`config.mk`:
```
export PLATFORM = sky130hd
export DESIGN_NAME = dff_delay_line_param
export DESIGN_NICKNAME = d
export VERILOG_FILES = /design/src/rtl/dff_delay_line_param.sv
export SDC_FILE = /design/constraint.sdc
export NUM_CORES = 1
export LEC_CHECK = 0
export CAP_MARGIN = 20
export CORE_MARGIN = 2
export CORE_UTILIZATION = 53
export DETAILED_ROUTE_END_ITERATION = 16
export GPL_TIMING_DRIVEN = 0
export HOLD_SLACK_MARGIN = 0.12
export PLACE_DENSITY = 0.78
export SYNTH_ARGS = -nofsm -noshare
export SYNTH_HDL_FRONTEND = slang
export SYNTH_SLANG_ARGS = --single-unit
```
`constraint.sdc`:
```
create_clock -name CLK -period 2.22 [get_ports CLK]
set_input_delay 0.666 -clock CLK [delete_from_list [all_inputs] [get_ports CLK]]
set_output_delay 0.666 -clock CLK [all_outputs]
set_load 0.005 [all_outputs]
```
`src/rtl/dff_delay_line_param.sv`:
```
// WIDTH x DEPTH register delay line with a runtime-selected output tap, stall
// enable, synchronous flush, per-stage valid bits and a running valid count.
module dff_delay_line_param #(
  parameter int WIDTH = 8,
  parameter int DEPTH = 4,
  parameter int SEL_W = $clog2(DEPTH),
  parameter int CNT_W = $clog2(DEPTH + 1)
) (
  input  logic             CLK,
  input  logic             RST,
  input  logic             enable,
  input  logic             flush,
  input  logic [WIDTH-1:0] input_data,
  input  logic             input_valid,
  input  logic [SEL_W-1:0] delay_sel,
  output logic [WIDTH-1:0] output_data,
  output logic             output_valid,
  output logic [CNT_W-1:0] fill_count
);

  logic [DEPTH-1:0][WIDTH-1:0] data_q;
  logic [DEPTH-1:0]            valid_q;
  logic [CNT_W-1:0]            count_q;
  logic [CNT_W-1:0]            count_next;
  logic [SEL_W-1:0]            tap;

  // The count tracks entries in and out of the chain rather than re-counting
  // the valid bits, so it stays a short adder no matter how deep the line is.
  always_comb begin
    count_next = count_q;
    unique case ({input_valid, valid_q[DEPTH-1]})
      2'b10:   count_next = count_q + CNT_W'(1);
      2'b01:   count_next = count_q - CNT_W'(1);
      default: count_next = count_q;
    endcase
  end

  always_ff @(posedge CLK or negedge RST) begin
    if (!RST) begin
      data_q  <= '0;
      valid_q <= '0;
      count_q <= '0;
    end else if (flush) begin
      data_q  <= '0;
      valid_q <= '0;
      count_q <= '0;
    end else if (enable) begin
      data_q  <= {data_q[DEPTH-2:0], input_data};
      valid_q <= {valid_q[DEPTH-2:0], input_valid};
      count_q <= count_next;
    end
  end

  // Out-of-range selects (non power-of-two DEPTH) fall back to the last stage.
  always_comb begin
    tap = delay_sel;
    if (int'(delay_sel) > DEPTH - 1)
      tap = SEL_W'(DEPTH - 1);
  end

  assign output_data  = data_q[tap];
  assign output_valid = valid_q[tap];
  assign fill_count   = count_q;

endmodule

```
==> impl_metrics.xml, run 1 <==
<?xml version="1.0" encoding="UTF-8"?>
<metrics>
  <group name="floorplanning">
    <metric name="row_count" unit="">21</metric>
    <metric name="dieHeight" unit="um">62.93</metric>
    <metric name="dieWidth" unit="um">62.93</metric>
    <metric name="design.portCount" unit="">27</metric>
    <metric name="core_outline_area" unit="um2">3337</metric>
    <metric name="die_ar" unit="um2">3960</metric>
    <metric name="initial_core_util" unit="">0.5516</metric>
  </group>
  <group name="layout">
    <metric name="antenna_cells" unit="">0</metric>
    <metric name="finalNetCount" unit="">195</metric>
    <metric name="commonest_cells_after_routing_fill_and_taps_aside" unit="">39 x sky130_fd_sc_hd__dfrtp_1, 37 x sky130_fd_sc_hd__nor2_1, 36 x sky130_fd_sc_hd__mux2i_1, 13 x sky130_fd_sc_hd__clkdlybuf4s50_1</metric>
    <metric name="layout-drive-gt1-share" unit="">0.1389</metric>
    <metric name="mostFrequentLayoutCell" unit="">sky130_fd_sc_hd__dfrtp_1</metric>
    <metric name="area.growth.synth_to_final" unit="%">21.62</metric>
    <metric name="final_util" unit="">0.6708</metric>
    <metric name="finalInstanceArea" unit="um2">2238</metric>
  </group>
  <group name="outcome">
    <metric name="outcome" unit="">complete, no violations</metric>
  </group>
  <group name="place">
    <metric name="post_dp_cell_area" unit="um2">2133</metric>
    <metric name="placement.setup.worst_slack" unit="ps">-547.4</metric>
    <metric name="dpl.hpwl" unit="um">2515</metric>
    <metric name="finalWeightedCongestion" unit="">0.7194</metric>
    <metric name="number_of_buffers_inserted_by_port_buffering" unit="">24</metric>
  </group>
  <group name="synth">
    <metric name="synth-compound-area-share" unit="">0.01564</metric>
    <metric name="main_combinational_cell_family_by_area_after_synthesis" unit="">multiplexers</metric>
    <metric name="synthSimpleGateAreaFrac" unit="">0.09925</metric>
    <metric name="post_synth_xor_xnor_area" unit="">0.009517</metric>
    <metric name="synth_adder_area_share" unit="">0.006798</metric>
    <metric name="synthesis.yosys.warnings" unit="">0</metric>
    <metric name="syn-num-nets" unit="">163</metric>
    <metric name="synth_cell_types" unit="">19</metric>
    <metric name="postSynthRegisterBits" unit="">39</metric>
    <metric name="netlist.top_cell.by_area" unit="">sky130_fd_sc_hd__dfrtp_1</metric>
    <metric name="synthesis.instances" unit="">147</metric>
    <metric name="syn_area_per_cell" unit="um2">12.52</metric>
    <metric name="synth.yosys.seq_area_share" unit="">0.5303</metric>
    <metric name="yosys-mux-area-fraction" unit="">0.3120</metric>
    <metric name="synth_top_area_frac" unit="">0.5303</metric>
    <metric name="synth.cell_area" unit="um2">1841</metric>
    <metric name="yosys-top-cells-area" unit="">sky130_fd_sc_hd__dfrtp_1 53%, sky130_fd_sc_hd__mux2i_1 20%, sky130_fd_sc_hd__mux4_2 11%</metric>
  </group>
  <group name="sta">
    <metric name="final-setup-viol-count" unit="">0</metric>
    <metric name="timing_max_transition_violations_final" unit="">0</metric>
    <metric name="worst-slew-pin-transition" unit="ps">839.2</metric>
    <metric name="final-hold-violation-count" unit="">0</metric>
    <metric name="post-route-worst-setup-slack" unit="ps">41.05</metric>
    <metric name="timing.final.crit_share" unit="">0.9815</metric>
    <metric name="slew-limit-headroom" unit="">0.4406</metric>
    <metric name="min_period" unit="ps">2179</metric>
    <metric name="grt_setup_unrepaired" unit="">false</metric>
    <metric name="finalClockSkew" unit="ps">13.97</metric>
    <metric name="achievable-frequency" unit="GHz">0.4589</metric>
  </group>
  <group name="clock_network">
    <metric name="clock_slew_seen_by_the_registers_of_the_worst_setup_and_hold_paths" unit="ps">120</metric>
    <metric name="tritoncts_num_sinks" unit="">39</metric>
    <metric name="cts.htree.levels" unit="">2</metric>
    <metric name="cts_hold_repair.buffers" unit="">0</metric>
    <metric name="cts_inserted_buffers" unit="">5</metric>
    <metric name="ctsLongestPathBuffers" unit="">2</metric>
    <metric name="ctsRootBufferMaster" unit="">sky130_fd_sc_hd__clkbuf_4</metric>
    <metric name="clk_latency" unit="ps">360</metric>
    <metric name="cts_tree" unit="">done</metric>
  </group>
  <group name="setup_path">
    <metric name="worst-path-max-fanout" unit="">9</metric>
    <metric name="timing.critical_path.arrival" unit="ps">1510</metric>
    <metric name="worst_case_register_to_register_setup_slack" unit="ps">240</metric>
    <metric name="worst_setup_path_end_kind" unit="">output pin</metric>
    <metric name="critPathKind" unit="">input port to output pin</metric>
    <metric name="setup.worst_path.start_class" unit="">input port</metric>
    <metric name="cp_data_required_time" unit="ps">1550</metric>
  </group>
  <group name="power_and_ir_drop">
    <metric name="power_per_cell_area" unit="nW/um2">597.0</metric>
    <metric name="power.leakage" unit="uW">0.001085</metric>
    <metric name="vdd_ir_max" unit="V">0.0003864</metric>
  </group>
  <group name="route">
    <metric name="avgViaCountPerCell" unit="">5.553</metric>
    <metric name="routed-via-count" unit="">1255</metric>
    <metric name="remaining_drc_errors" unit="">0</metric>
    <metric name="antenna_left" unit="">0</metric>
    <metric name="initialDrtViolationCount" unit="">39</metric>
    <metric name="1st_pass_router_iterations" unit="">6</metric>
    <metric name="totalWireLength" unit="um">3767</metric>
    <metric name="drt-wirelength-per-cell" unit="um">16.67</metric>
  </group>
  <group name="min_path">
    <metric name="hold_path.class" unit="">input port to asynchronous set/reset pin</metric>
  </group>
  <group name="grt">
    <metric name="grt_max_degree" unit="">40</metric>
    <metric name="first_global_vias" unit="">1279</metric>
    <metric name="grt_antenna_before_repair" unit="">0</metric>
    <metric name="grt_remaining_overflow" unit="">0</metric>
    <metric name="grt_pass1_wl" unit="um">6361</metric>
    <metric name="grtUsageTotal" unit="">0.2173</metric>
  </group>
  <group name="run">
    <metric name="cap_viol_max_count" unit="">0</metric>
  </group>
</metrics>
## synth_stat cells (all sizes together)
cell    number
a21oi        3
buf          6
clkbuf       4
dfrtp       39
ha           1
inv          1
mux2         1
mux2i       36
mux4         9
nand2b       1
nand3b       2
nor2        37
nor2b        1
o21ai        2
or3          1
or4b         1
xnor2        2
## path summary, 6_finish.rpt
check | from | end | cells after the start
worst max-delay path | delay_sel[0] | output_data[3] | 3
worst min-delay path | RST | data_q[6]$_DFFE_PN0P_ | 1
worst max register to register | valid_q[3]$_DFFE_PN0P_ | fill_count[2]$_DFFE_PN0P_ | 7
worst min register to register | data_q[24]$_DFFE_PN0P_ | data_q[24]$_DFFE_PN0P_ | 2
max in group asynchronous | RST | data_q[12]$_DFFE_PN0P_ | 1
min in group CLK | data_q[24]$_DFFE_PN0P_ | data_q[24]$_DFFE_PN0P_ | 2
## metrics by stage
stage	hold WS (ps)	instances	power [uW]	TNS, ps
after detailed placement	515.4	217	924.0	-7341
final	390.9	226	1336	0
after global routing	458.5	226	1401	0
after CTS	418.3	226	1340	0
after global placement	495.4	217	920.0	-20720
after floorplan	370.4	147	846.4	0
## per-layer routing
layer	track usage	part of all wire	routed length [um]	vias to the layer above
met3	0.06486	0.056	212	8
met5	0	0	0	-
met1	0.2768	0.43	1614	638
met2	0.3497	0.50	1877	31
met4	0.08333	0.016	62	0
li1	-	-	-	578
## area by class of cell
type	instances	area, um2
fillers	264	1099
flip-flops and latches	39	975.9
multi-input cells	97	815.8
repair buffers	25	241.5
plain buffers	10	75.07
clock buffers	8	68.82
well taps	46	57.56
inverters	1	3.754
## registers in the layout (all words and copies together) (netlist names)
name and flops:
data_q 32, valid_q 4, fill_count 3
## power by group
part | internal [uW] | switching (uW) | leakage (uW) | total (uW)
Sequential | 730 | 16.4 | 0.000535 | 747
Clock | 186 | 238 | 0.0000386 | 424
Combinational | 83.9 | 81.3 | 0.000511 | 165
## repair_timing
action                     CTS  global route
gates resized for setup     23             4
pin swaps                    0             0
setup endpoints to repair   10             4
cloned                       0             0
buffers inserted             1             0
## critical path: stages
cell and delay, ps:
sky130_fd_sc_hd__buf_12 110, sky130_fd_sc_hd__mux4_2 510, sky130_fd_sc_hd__clkdlybuf4s15_1 220
## kinds of logic after synthesis
family | Yosys count
fa+ha+maj | 1
buf+inv | 11
xor+xnor | 2
flops | 39
mux | 46
compound gates | 5
simple gates | 43
No activity file was read; power rests on OpenSTA's default activity.
==> inputs of run 2 (changes only) <==
--- a/config.mk
+++ b/config.mk
@@ -5,13 +5,12 @@
 export SDC_FILE = /design/constraint.sdc
 export NUM_CORES = 1
 export LEC_CHECK = 0
-export CAP_MARGIN = 20
 export CORE_MARGIN = 2
-export CORE_UTILIZATION = 53
+export CORE_UTILIZATION = 48
 export DETAILED_ROUTE_END_ITERATION = 16
 export GPL_TIMING_DRIVEN = 0
 export HOLD_SLACK_MARGIN = 0.12
-export PLACE_DENSITY = 0.78
+export PLACE_DENSITY = 0.75
 export SYNTH_ARGS = -nofsm -noshare
 export SYNTH_HDL_FRONTEND = slang
 export SYNTH_SLANG_ARGS = --single-unit
==> constraint.sdc (replaced) <==
create_clock -name CLK -period 1.8 [get_ports CLK]
set_input_delay 0.54 -clock CLK [delete_from_list [all_inputs] [get_ports CLK]]
set_output_delay 0.54 -clock CLK [all_outputs]
set_load 0.005 [all_outputs]
==> run 2 against run 1 <==
Compared with the run above:
- the run now ends with setup timing left
- sequential share of layout area shrank 4.8 points
- critical endpoint is now fill_count[2]$_DFFE_PN0P_
- highest routed layer unchanged
- critical path type is now input port to register
- register-to-register slack got worse by 360 ps
- largest power group unchanged
- design area grew 12%
==> impl_metrics.xml, run 2 (same netlist as run 1, synthesis figures left out) <==
<?xml version="1.0" encoding="UTF-8"?>
<metrics>
  <group name="outcome">
    <metric name="outcome" unit="">finished with violations</metric>
    <metric name="violations_in_the_final_reports" unit="">setup timing</metric>
  </group>
  <group name="setup_path">
    <metric name="worst-path-max-fanout" unit="">5</metric>
    <metric name="cp_data_required_time" unit="ps">1980</metric>
    <metric name="slowest_delay" unit="ps">500</metric>
    <metric name="worst_setup_path_end_kind" unit="">register</metric>
    <metric name="timing.critical_path.arrival" unit="ps">2100</metric>
    <metric name="critPathKind" unit="">input port to register</metric>
    <metric name="critical-path-top-delay-family" unit="">simple AND/OR/NAND/NOR gates</metric>
    <metric name="path_cells" unit="">buf_2 &gt; nand2b_4 &gt; xnor2_2 &gt; ha_2 &gt; or4b_4 &gt; a21oi_4 &gt; mux2_4</metric>
    <metric name="critical_path.reg2reg.startpoint" unit="">valid_q[3]$_DFFE_PN0P_</metric>
    <metric name="setup.worst_path.start_class" unit="">input port</metric>
    <metric name="cp_slowest_cell" unit="">sky130_fd_sc_hd__or4b_4</metric>
    <metric name="critical_path.n_buffers_inverters" unit="">1</metric>
    <metric name="worstSetupStartpoint" unit="">input_valid</metric>
  </group>
  <group name="layout">
    <metric name="top_register" unit="">data_q</metric>
    <metric name="seq_area" unit="um2">975.9</metric>
    <metric name="fill_cells" unit="">286</metric>
    <metric name="commonest_cells_after_routing_fill_and_taps_aside" unit="">39 x sky130_fd_sc_hd__dfrtp_1, 37 x sky130_fd_sc_hd__nor2_1, 36 x sky130_fd_sc_hd__mux2i_1, 35 x sky130_fd_sc_hd__buf_4, 12 x sky130_fd_sc_hd__clkdlybuf4s50_1</metric>
    <metric name="finalNetCount" unit="">227</metric>
    <metric name="layout-drive-gt1-share" unit="">0.3538</metric>
    <metric name="largest_register_ffs" unit="">32</metric>
    <metric name="multi_input_area" unit="um2">848.3</metric>
    <metric name="antenna_cells" unit="">0</metric>
    <metric name="finalInstanceArea" unit="um2">2516</metric>
    <metric name="mostFrequentLayoutCell" unit="">sky130_fd_sc_hd__dfrtp_1</metric>
    <metric name="area.growth.synth_to_final" unit="%">36.71</metric>
  </group>
  <group name="place">
    <metric name="finalWeightedCongestion" unit="">0.7272</metric>
    <metric name="dpl.hpwl" unit="um">2637</metric>
    <metric name="post_dp_cell_area" unit="um2">2141</metric>
    <metric name="number_of_buffers_inserted_by_port_buffering" unit="">24</metric>
  </group>
  <group name="floorplanning">
    <metric name="dieHeight" unit="um">65.92</metric>
    <metric name="dieWidth" unit="um">65.92</metric>
    <metric name="die_ar" unit="um2">4345</metric>
    <metric name="initial_core_util" unit="">0.5027</metric>
    <metric name="core_outline_area" unit="um2">3661</metric>
    <metric name="design.portCount" unit="">27</metric>
    <metric name="row_count" unit="">22</metric>
  </group>
  <group name="sta">
    <metric name="slew-limit-headroom" unit="">0.4340</metric>
    <metric name="min_period" unit="ps">1924</metric>
    <metric name="post-route-worst-setup-slack" unit="ps">-123.7</metric>
    <metric name="grt_setup_unrepaired" unit="">true</metric>
    <metric name="timing.final.crit_share" unit="">1.069</metric>
    <metric name="final-hold-violation-count" unit="">0</metric>
    <metric name="achievable-frequency" unit="GHz">0.5198</metric>
    <metric name="finalClockSkew" unit="ps">10.23</metric>
    <metric name="worst-slew-pin-transition" unit="ps">849.0</metric>
    <metric name="final-setup-viol-count" unit="">10</metric>
    <metric name="totalNegativeSetupSlack" unit="ps">-423.4</metric>
    <metric name="timing_max_transition_violations_final" unit="">0</metric>
  </group>
  <group name="power_and_ir_drop">
    <metric name="power_per_cell_area" unit="nW/um2">722.2</metric>
    <metric name="power.leakage" unit="uW">0.001318</metric>
    <metric name="vdd_ir_max" unit="V">0.0004867</metric>
    <metric name="overall_power_consumption" unit="uW">1817</metric>
  </group>
  <group name="grt">
    <metric name="grt_max_degree" unit="">40</metric>
    <metric name="grtUsageTotal" unit="">0.2313</metric>
    <metric name="grt_pass1_wl" unit="um">7141</metric>
    <metric name="grt_antenna_before_repair" unit="">0</metric>
    <metric name="first_global_vias" unit="">1457</metric>
    <metric name="grt_remaining_overflow" unit="">0</metric>
  </group>
  <group name="route">
    <metric name="avgViaCountPerCell" unit="">5.304</metric>
    <metric name="initialDrtViolationCount" unit="">53</metric>
    <metric name="antenna_left" unit="">0</metric>
    <metric name="remaining_drc_errors" unit="">0</metric>
    <metric name="drt-wirelength-per-cell" unit="um">16.76</metric>
    <metric name="1st_pass_router_iterations" unit="">4</metric>
    <metric name="totalWireLength" unit="um">4357</metric>
    <metric name="routed-via-count" unit="">1379</metric>
  </group>
  <group name="clock_network">
    <metric name="tritoncts_num_sinks" unit="">39</metric>
    <metric name="cts_tree" unit="">done</metric>
    <metric name="ctsLongestPathBuffers" unit="">2</metric>
    <metric name="cts.htree.levels" unit="">2</metric>
    <metric name="clk_latency" unit="ps">300</metric>
    <metric name="clock_slew_seen_by_the_registers_of_the_worst_setup_and_hold_paths" unit="ps">80</metric>
    <metric name="cts_inserted_buffers" unit="">5</metric>
    <metric name="ctsRootBufferMaster" unit="">sky130_fd_sc_hd__clkbuf_8</metric>
  </group>
  <group name="run">
    <metric name="cap_viol_max_count" unit="">0</metric>
  </group>
  <group name="min_path">
    <metric name="hold_path.class" unit="">input port to asynchronous set/reset pin</metric>
  </group>
</metrics>
[run 2: repair_timing]
action	in CTS	in global routing
buffers inserted	26	7
endpoints found under the setup margin	36	31
pin swaps	1	1
gates resized for setup	57	5
hold buffers	0	0
[run 2: path summary, 6_finish.rpt]
| check | to | slack (ps) | depth (start not counted) |
|---|---|---|---|
| min in group CLK | data_q[25]$_DFFE_PN0P_ | 520 | 2 |
| setup / recovery | fill_count[2]$_DFFE_PN0P_ | -120 | 7 |
| max in group asynchronous | data_q[25]$_DFFE_PN0P_ | 920 | 1 |
| setup reg to reg | fill_count[2]$_DFFE_PN0P_ | -120 | 7 |
| hold / removal | fill_count[0]$_DFFE_PN0P_ | 350 | 1 |
| hold reg to reg | data_q[25]$_DFFE_PN0P_ | 520 | 2 |
[run 2: per-layer routing]
metal / global-route usage / wire (um) / vias up
met3: 0.06303 / 205 / 7
met5: 0 / 0 / -
met1: 0.2675 / 1767 / 699
li1: - / - / 640
met2: 0.4129 / 2312 / 33
met4: 0.07552 / 72 / 0
[run 2: report_power, final]
part / internal [uW] / leakage (uW) / switching [uW]
Clock: 350 / 0.0000515 / 302
Combinational: 133 / 0.000731 / 115
Sequential: 901 / 0.000535 / 17.0
Total: 1380 / 0.00132 / 434
[run 2: worst reg2reg max path, stage by stage, from the launching register on]
cell,delay (ps)
sky130_fd_sc_hd__dfrtp_1,370
sky130_fd_sc_hd__buf_6,110
sky130_fd_sc_hd__nand2b_4,50
sky130_fd_sc_hd__xnor2_2,130
sky130_fd_sc_hd__ha_2,180
sky130_fd_sc_hd__or4b_4,500
sky130_fd_sc_hd__a21oi_4,150
sky130_fd_sc_hd__mux2_4,310
[run 2: layout make-up]
cell class                      count  share of cell area
Multi-Input combinational cell     97              0.3371
Sequential cell                    39              0.3879
Inverter                            1            0.001492
Timing Repair Buffer               57              0.1745
Tap cell                           48             0.02387
Clock buffer                        8             0.03978
Buffer                             10             0.03531
[run 2: through the flow]
step / setup WS, ps / utilization / hold slack [ps] / std cells
floorplan: -216.1 / - / 244.4 / 147
global placement: -803.2 / 0.5861 / 497.5 / 219
detailed placement: -892.4 / 0.5848 / 511.2 / 219
CTS: -125.0 / 0.6692 / 370.5 / 253
global route: -147.8 / 0.6873 / 406.4 / 260
finish: -123.7 / 0.6873 / 346.6 / 260
==> inputs of run 3 (changes only) <==
--- a/config.mk
+++ b/config.mk
@@ -7,8 +7,8 @@
 export LEC_CHECK = 0
 export CORE_MARGIN = 2
 export CORE_UTILIZATION = 48
+export CTS_CLUSTER_SIZE = 28
 export DETAILED_ROUTE_END_ITERATION = 16
-export GPL_TIMING_DRIVEN = 0
 export HOLD_SLACK_MARGIN = 0.12
 export PLACE_DENSITY = 0.75
 export SYNTH_ARGS = -nofsm -noshare
==> run 3 against run 2 <==
Compared with the run above:
- the run still ends with setup timing left
- design area is 0.60% lower
- non-clock buffer count down 6
- flip-flop and latch count did not move
- final cell count is 2.3% lower
- sequential share of layout area is 0.23 points higher
- setup slack worse by 1.3 ps
- hold slack worse by 83 ps
- critical path depth decreased by 3
- utilization down 0.41 points
- clock power shrank 15%
- via count down 6.0%
- critical path type is now input port to output pin
==> impl_metrics.xml, run 3 (same netlist as run 1, synthesis figures left out) <==
<?xml version="1.0" encoding="UTF-8"?>
<metrics>
  <group name="setup_path">
    <metric name="critPathKind" unit="">input port to output pin</metric>
    <metric name="cp_data_required_time" unit="ps">1260</metric>
    <metric name="worst_setup_path_end_kind" unit="">output pin</metric>
    <metric name="timing.critical_path.arrival" unit="ps">1380</metric>
    <metric name="path_cells" unit="">buf_12 &gt; buf_8 &gt; mux4_2 &gt; buf_2</metric>
    <metric name="slowest_delay" unit="ps">490</metric>
    <metric name="worstRegToRegCells" unit="">6</metric>
    <metric name="cp_slowest_cell" unit="">sky130_fd_sc_hd__mux4_2</metric>
    <metric name="worstSetupStartpoint" unit="">delay_sel[0]</metric>
    <metric name="setup.worst_path.start_class" unit="">input port</metric>
    <metric name="critical_path.reg2reg.startpoint" unit="">valid_q[3]$_DFFE_PN0P_</metric>
    <metric name="critical_path.n_buffers_inverters" unit="">3</metric>
    <metric name="worst_case_register_to_register_setup_slack" unit="ps">-60</metric>
    <metric name="critical-path-top-delay-family" unit="">multiplexers</metric>
    <metric name="worst-path-max-fanout" unit="">6</metric>
    <metric name="worstReg2RegEnd" unit="">fill_count[2]$_DFFE_PN0P_</metric>
  </group>
  <group name="sta">
    <metric name="final-setup-viol-count" unit="">10</metric>
    <metric name="grt_setup_unrepaired" unit="">true</metric>
    <metric name="achievable-frequency" unit="GHz">0.5195</metric>
    <metric name="timing.final.crit_share" unit="">1.069</metric>
    <metric name="worst-slew-pin-transition" unit="ps">615.4</metric>
    <metric name="totalNegativeSetupSlack" unit="ps">-922.4</metric>
    <metric name="final-hold-violation-count" unit="">0</metric>
    <metric name="post-route-worst-setup-slack" unit="ps">-125.0</metric>
    <metric name="finalClockSkew" unit="ps">9.033</metric>
    <metric name="min_period" unit="ps">1925</metric>
    <metric name="slew-limit-headroom" unit="">0.5898</metric>
    <metric name="timing_max_transition_violations_final" unit="">0</metric>
  </group>
  <group name="floorplanning">
    <metric name="dieHeight" unit="um">65.92</metric>
    <metric name="design.portCount" unit="">27</metric>
    <metric name="core_outline_area" unit="um2">3661</metric>
    <metric name="row_count" unit="">22</metric>
    <metric name="die_ar" unit="um2">4345</metric>
    <metric name="dieWidth" unit="um">65.92</metric>
    <metric name="initial_core_util" unit="">0.5027</metric>
  </group>
  <group name="grt">
    <metric name="grt_remaining_overflow" unit="">0</metric>
    <metric name="grt_antenna_before_repair" unit="">0</metric>
    <metric name="busiest_layer" unit="">met2</metric>
    <metric name="grt.met3_usage" unit="">0.06814</metric>
    <metric name="groute.layer.met1.usage" unit="">0.2664</metric>
    <metric name="grt_pass1_wl" unit="um">6775</metric>
    <metric name="first_global_vias" unit="">1465</metric>
    <metric name="fraction_of_met2_tracks_used_by_global_routing" unit="">0.3523</metric>
    <metric name="grt_max_degree" unit="">38</metric>
    <metric name="grtUsageTotal" unit="">0.2092</metric>
  </group>
  <group name="layout">
    <metric name="area.growth.synth_to_final" unit="%">35.89</metric>
    <metric name="finalNetCount" unit="">221</metric>
    <metric name="fill_cells" unit="">270</metric>
    <metric name="top_register" unit="">data_q</metric>
    <metric name="mostFrequentLayoutCell" unit="">sky130_fd_sc_hd__dfrtp_1</metric>
    <metric name="antenna_cells" unit="">0</metric>
    <metric name="commonest_cells_after_routing_fill_and_taps_aside" unit="">39 x sky130_fd_sc_hd__dfrtp_1, 37 x sky130_fd_sc_hd__nor2_1, 36 x sky130_fd_sc_hd__mux2i_1, 31 x sky130_fd_sc_hd__buf_4, 11 x sky130_fd_sc_hd__clkdlybuf4s50_1</metric>
    <metric name="largest_register_ffs" unit="">32</metric>
    <metric name="layout-drive-gt1-share" unit="">0.3398</metric>
    <metric name="finalInstanceArea" unit="um2">2501</metric>
  </group>
  <group name="run">
    <metric name="cap_viol_max_count" unit="">0</metric>
  </group>
  <group name="clock_network">
    <metric name="tritoncts_num_sinks" unit="">39</metric>
    <metric name="cts_inserted_buffers" unit="">5</metric>
    <metric name="cts_tree" unit="">done</metric>
    <metric name="clock_slew_seen_by_the_registers_of_the_worst_setup_and_hold_paths" unit="ps">70</metric>
    <metric name="clk_latency" unit="ps">280</metric>
    <metric name="ctsRootBufferMaster" unit="">sky130_fd_sc_hd__clkbuf_8</metric>
    <metric name="ctsLongestPathBuffers" unit="">2</metric>
    <metric name="cts_hold_repair.buffers" unit="">0</metric>
    <metric name="cts.htree.levels" unit="">2</metric>
  </group>
  <group name="outcome">
    <metric name="outcome" unit="">finished with violations</metric>
    <metric name="violations_in_the_final_reports" unit="">setup timing</metric>
  </group>
  <group name="power_and_ir_drop">
    <metric name="power_per_cell_area" unit="nW/um2">690.0</metric>
    <metric name="overall_power_consumption" unit="uW">1726</metric>
    <metric name="power.leakage" unit="uW">0.001279</metric>
    <metric name="vdd_ir_max" unit="V">0.0004977</metric>
  </group>
  <group name="route">
    <metric name="antenna_left" unit="">0</metric>
    <metric name="routed-via-count" unit="">1296</metric>
    <metric name="1st_pass_router_iterations" unit="">4</metric>
    <metric name="avgViaCountPerCell" unit="">5.102</metric>
    <metric name="totalWireLength" unit="um">3796</metric>
    <metric name="drt-wirelength-per-cell" unit="um">14.94</metric>
    <metric name="initialDrtViolationCount" unit="">61</metric>
    <metric name="remaining_drc_errors" unit="">0</metric>
  </group>
  <group name="min_path">
    <metric name="hold_path.class" unit="">input port to asynchronous set/reset pin</metric>
  </group>
  <group name="place">
    <metric name="dpl.hpwl" unit="um">2666</metric>
    <metric name="post_dp_cell_area" unit="um2">2369</metric>
    <metric name="number_of_buffers_inserted_by_port_buffering" unit="">26</metric>
    <metric name="finalWeightedCongestion" unit="">0.7431</metric>
  </group>
</metrics>
[run 3: cell count changes in the layout (fill, tap and decap cells not counted), moves of 2 or more]
cell / previous run / this run
sky130_fd_sc_hd__clkbuf_2: 3 / 0
sky130_fd_sc_hd__buf_2: 11 / 9
sky130_fd_sc_hd__buf_6: 1 / 4
sky130_fd_sc_hd__clkbuf_8: 7 / 5
sky130_fd_sc_hd__buf_8: 0 / 2
sky130_fd_sc_hd__buf_4: 35 / 31
[run 3: where the power goes]
| group | leakage (uW) | internal, uW | switching [uW] | total, uW |
|---|---|---|---|---|
| logic | 0.000702 | 144 | 110 | 254 |
| clock network | 0.0000422 | 272 | 283 | 554 |
| registers | 0.000535 | 901 | 16.8 | 918 |
[run 3: final cells by class]
type                       instances  area (um2)  area share
clock buffer                       7       76.32     0.03052
clock inverter                     1       5.005    0.002001
inverter                           1       3.754    0.001501
multi-input combinational         97       848.3      0.3392
sequential                        39       975.9      0.3902
tap                               48       60.06     0.02401
timing repair buffer              61       531.8      0.2126
[run 3: routing by layer]
| metal | vias to the layer above | wire length [um] |
|---|---|---|
| met5 | - | 0 |
| met3 | 2 | 145 |
| met2 | 19 | 2008 |
| met1 | 651 | 1629 |
| li1 | 624 | - |
| met4 | 0 | 12 |
[run 3: how the worst max path moves through the flow]
stage | endpoint | cells past startpoint
floorplan | fill_count[2]$_DFFE_PN0P_ | 6
global placement | output_data[4] | 4
detailed placement | output_valid | 4
CTS | output_data[3] | 5
global route | output_data[1] | 4
finish | output_data[3] | 4
[run 3: repair_timing]
| item | 4_1_cts | 5_1_grt |
|---|---|---|
| pin swaps | 4 | 4 |
| endpoints found under the setup margin | 11 | 10 |
| buffers inserted | 4 | 3 |
| gates cloned | 0 | 0 |
| resized for setup | 61 | 6 |
[run 3: per-stage QoR]
step	cells	util	hold WS (ps)	setup slack, ps
after floorplan	147	-	244.4	-216.1
after global placement	241	0.6470	497.5	-903.5
after detailed placement	241	0.6470	507.9	-925.6
after CTS	253	0.6750	278.5	-216.0
after global routing	254	0.6832	304.8	-152.2
final	254	0.6832	263.2	-125.0
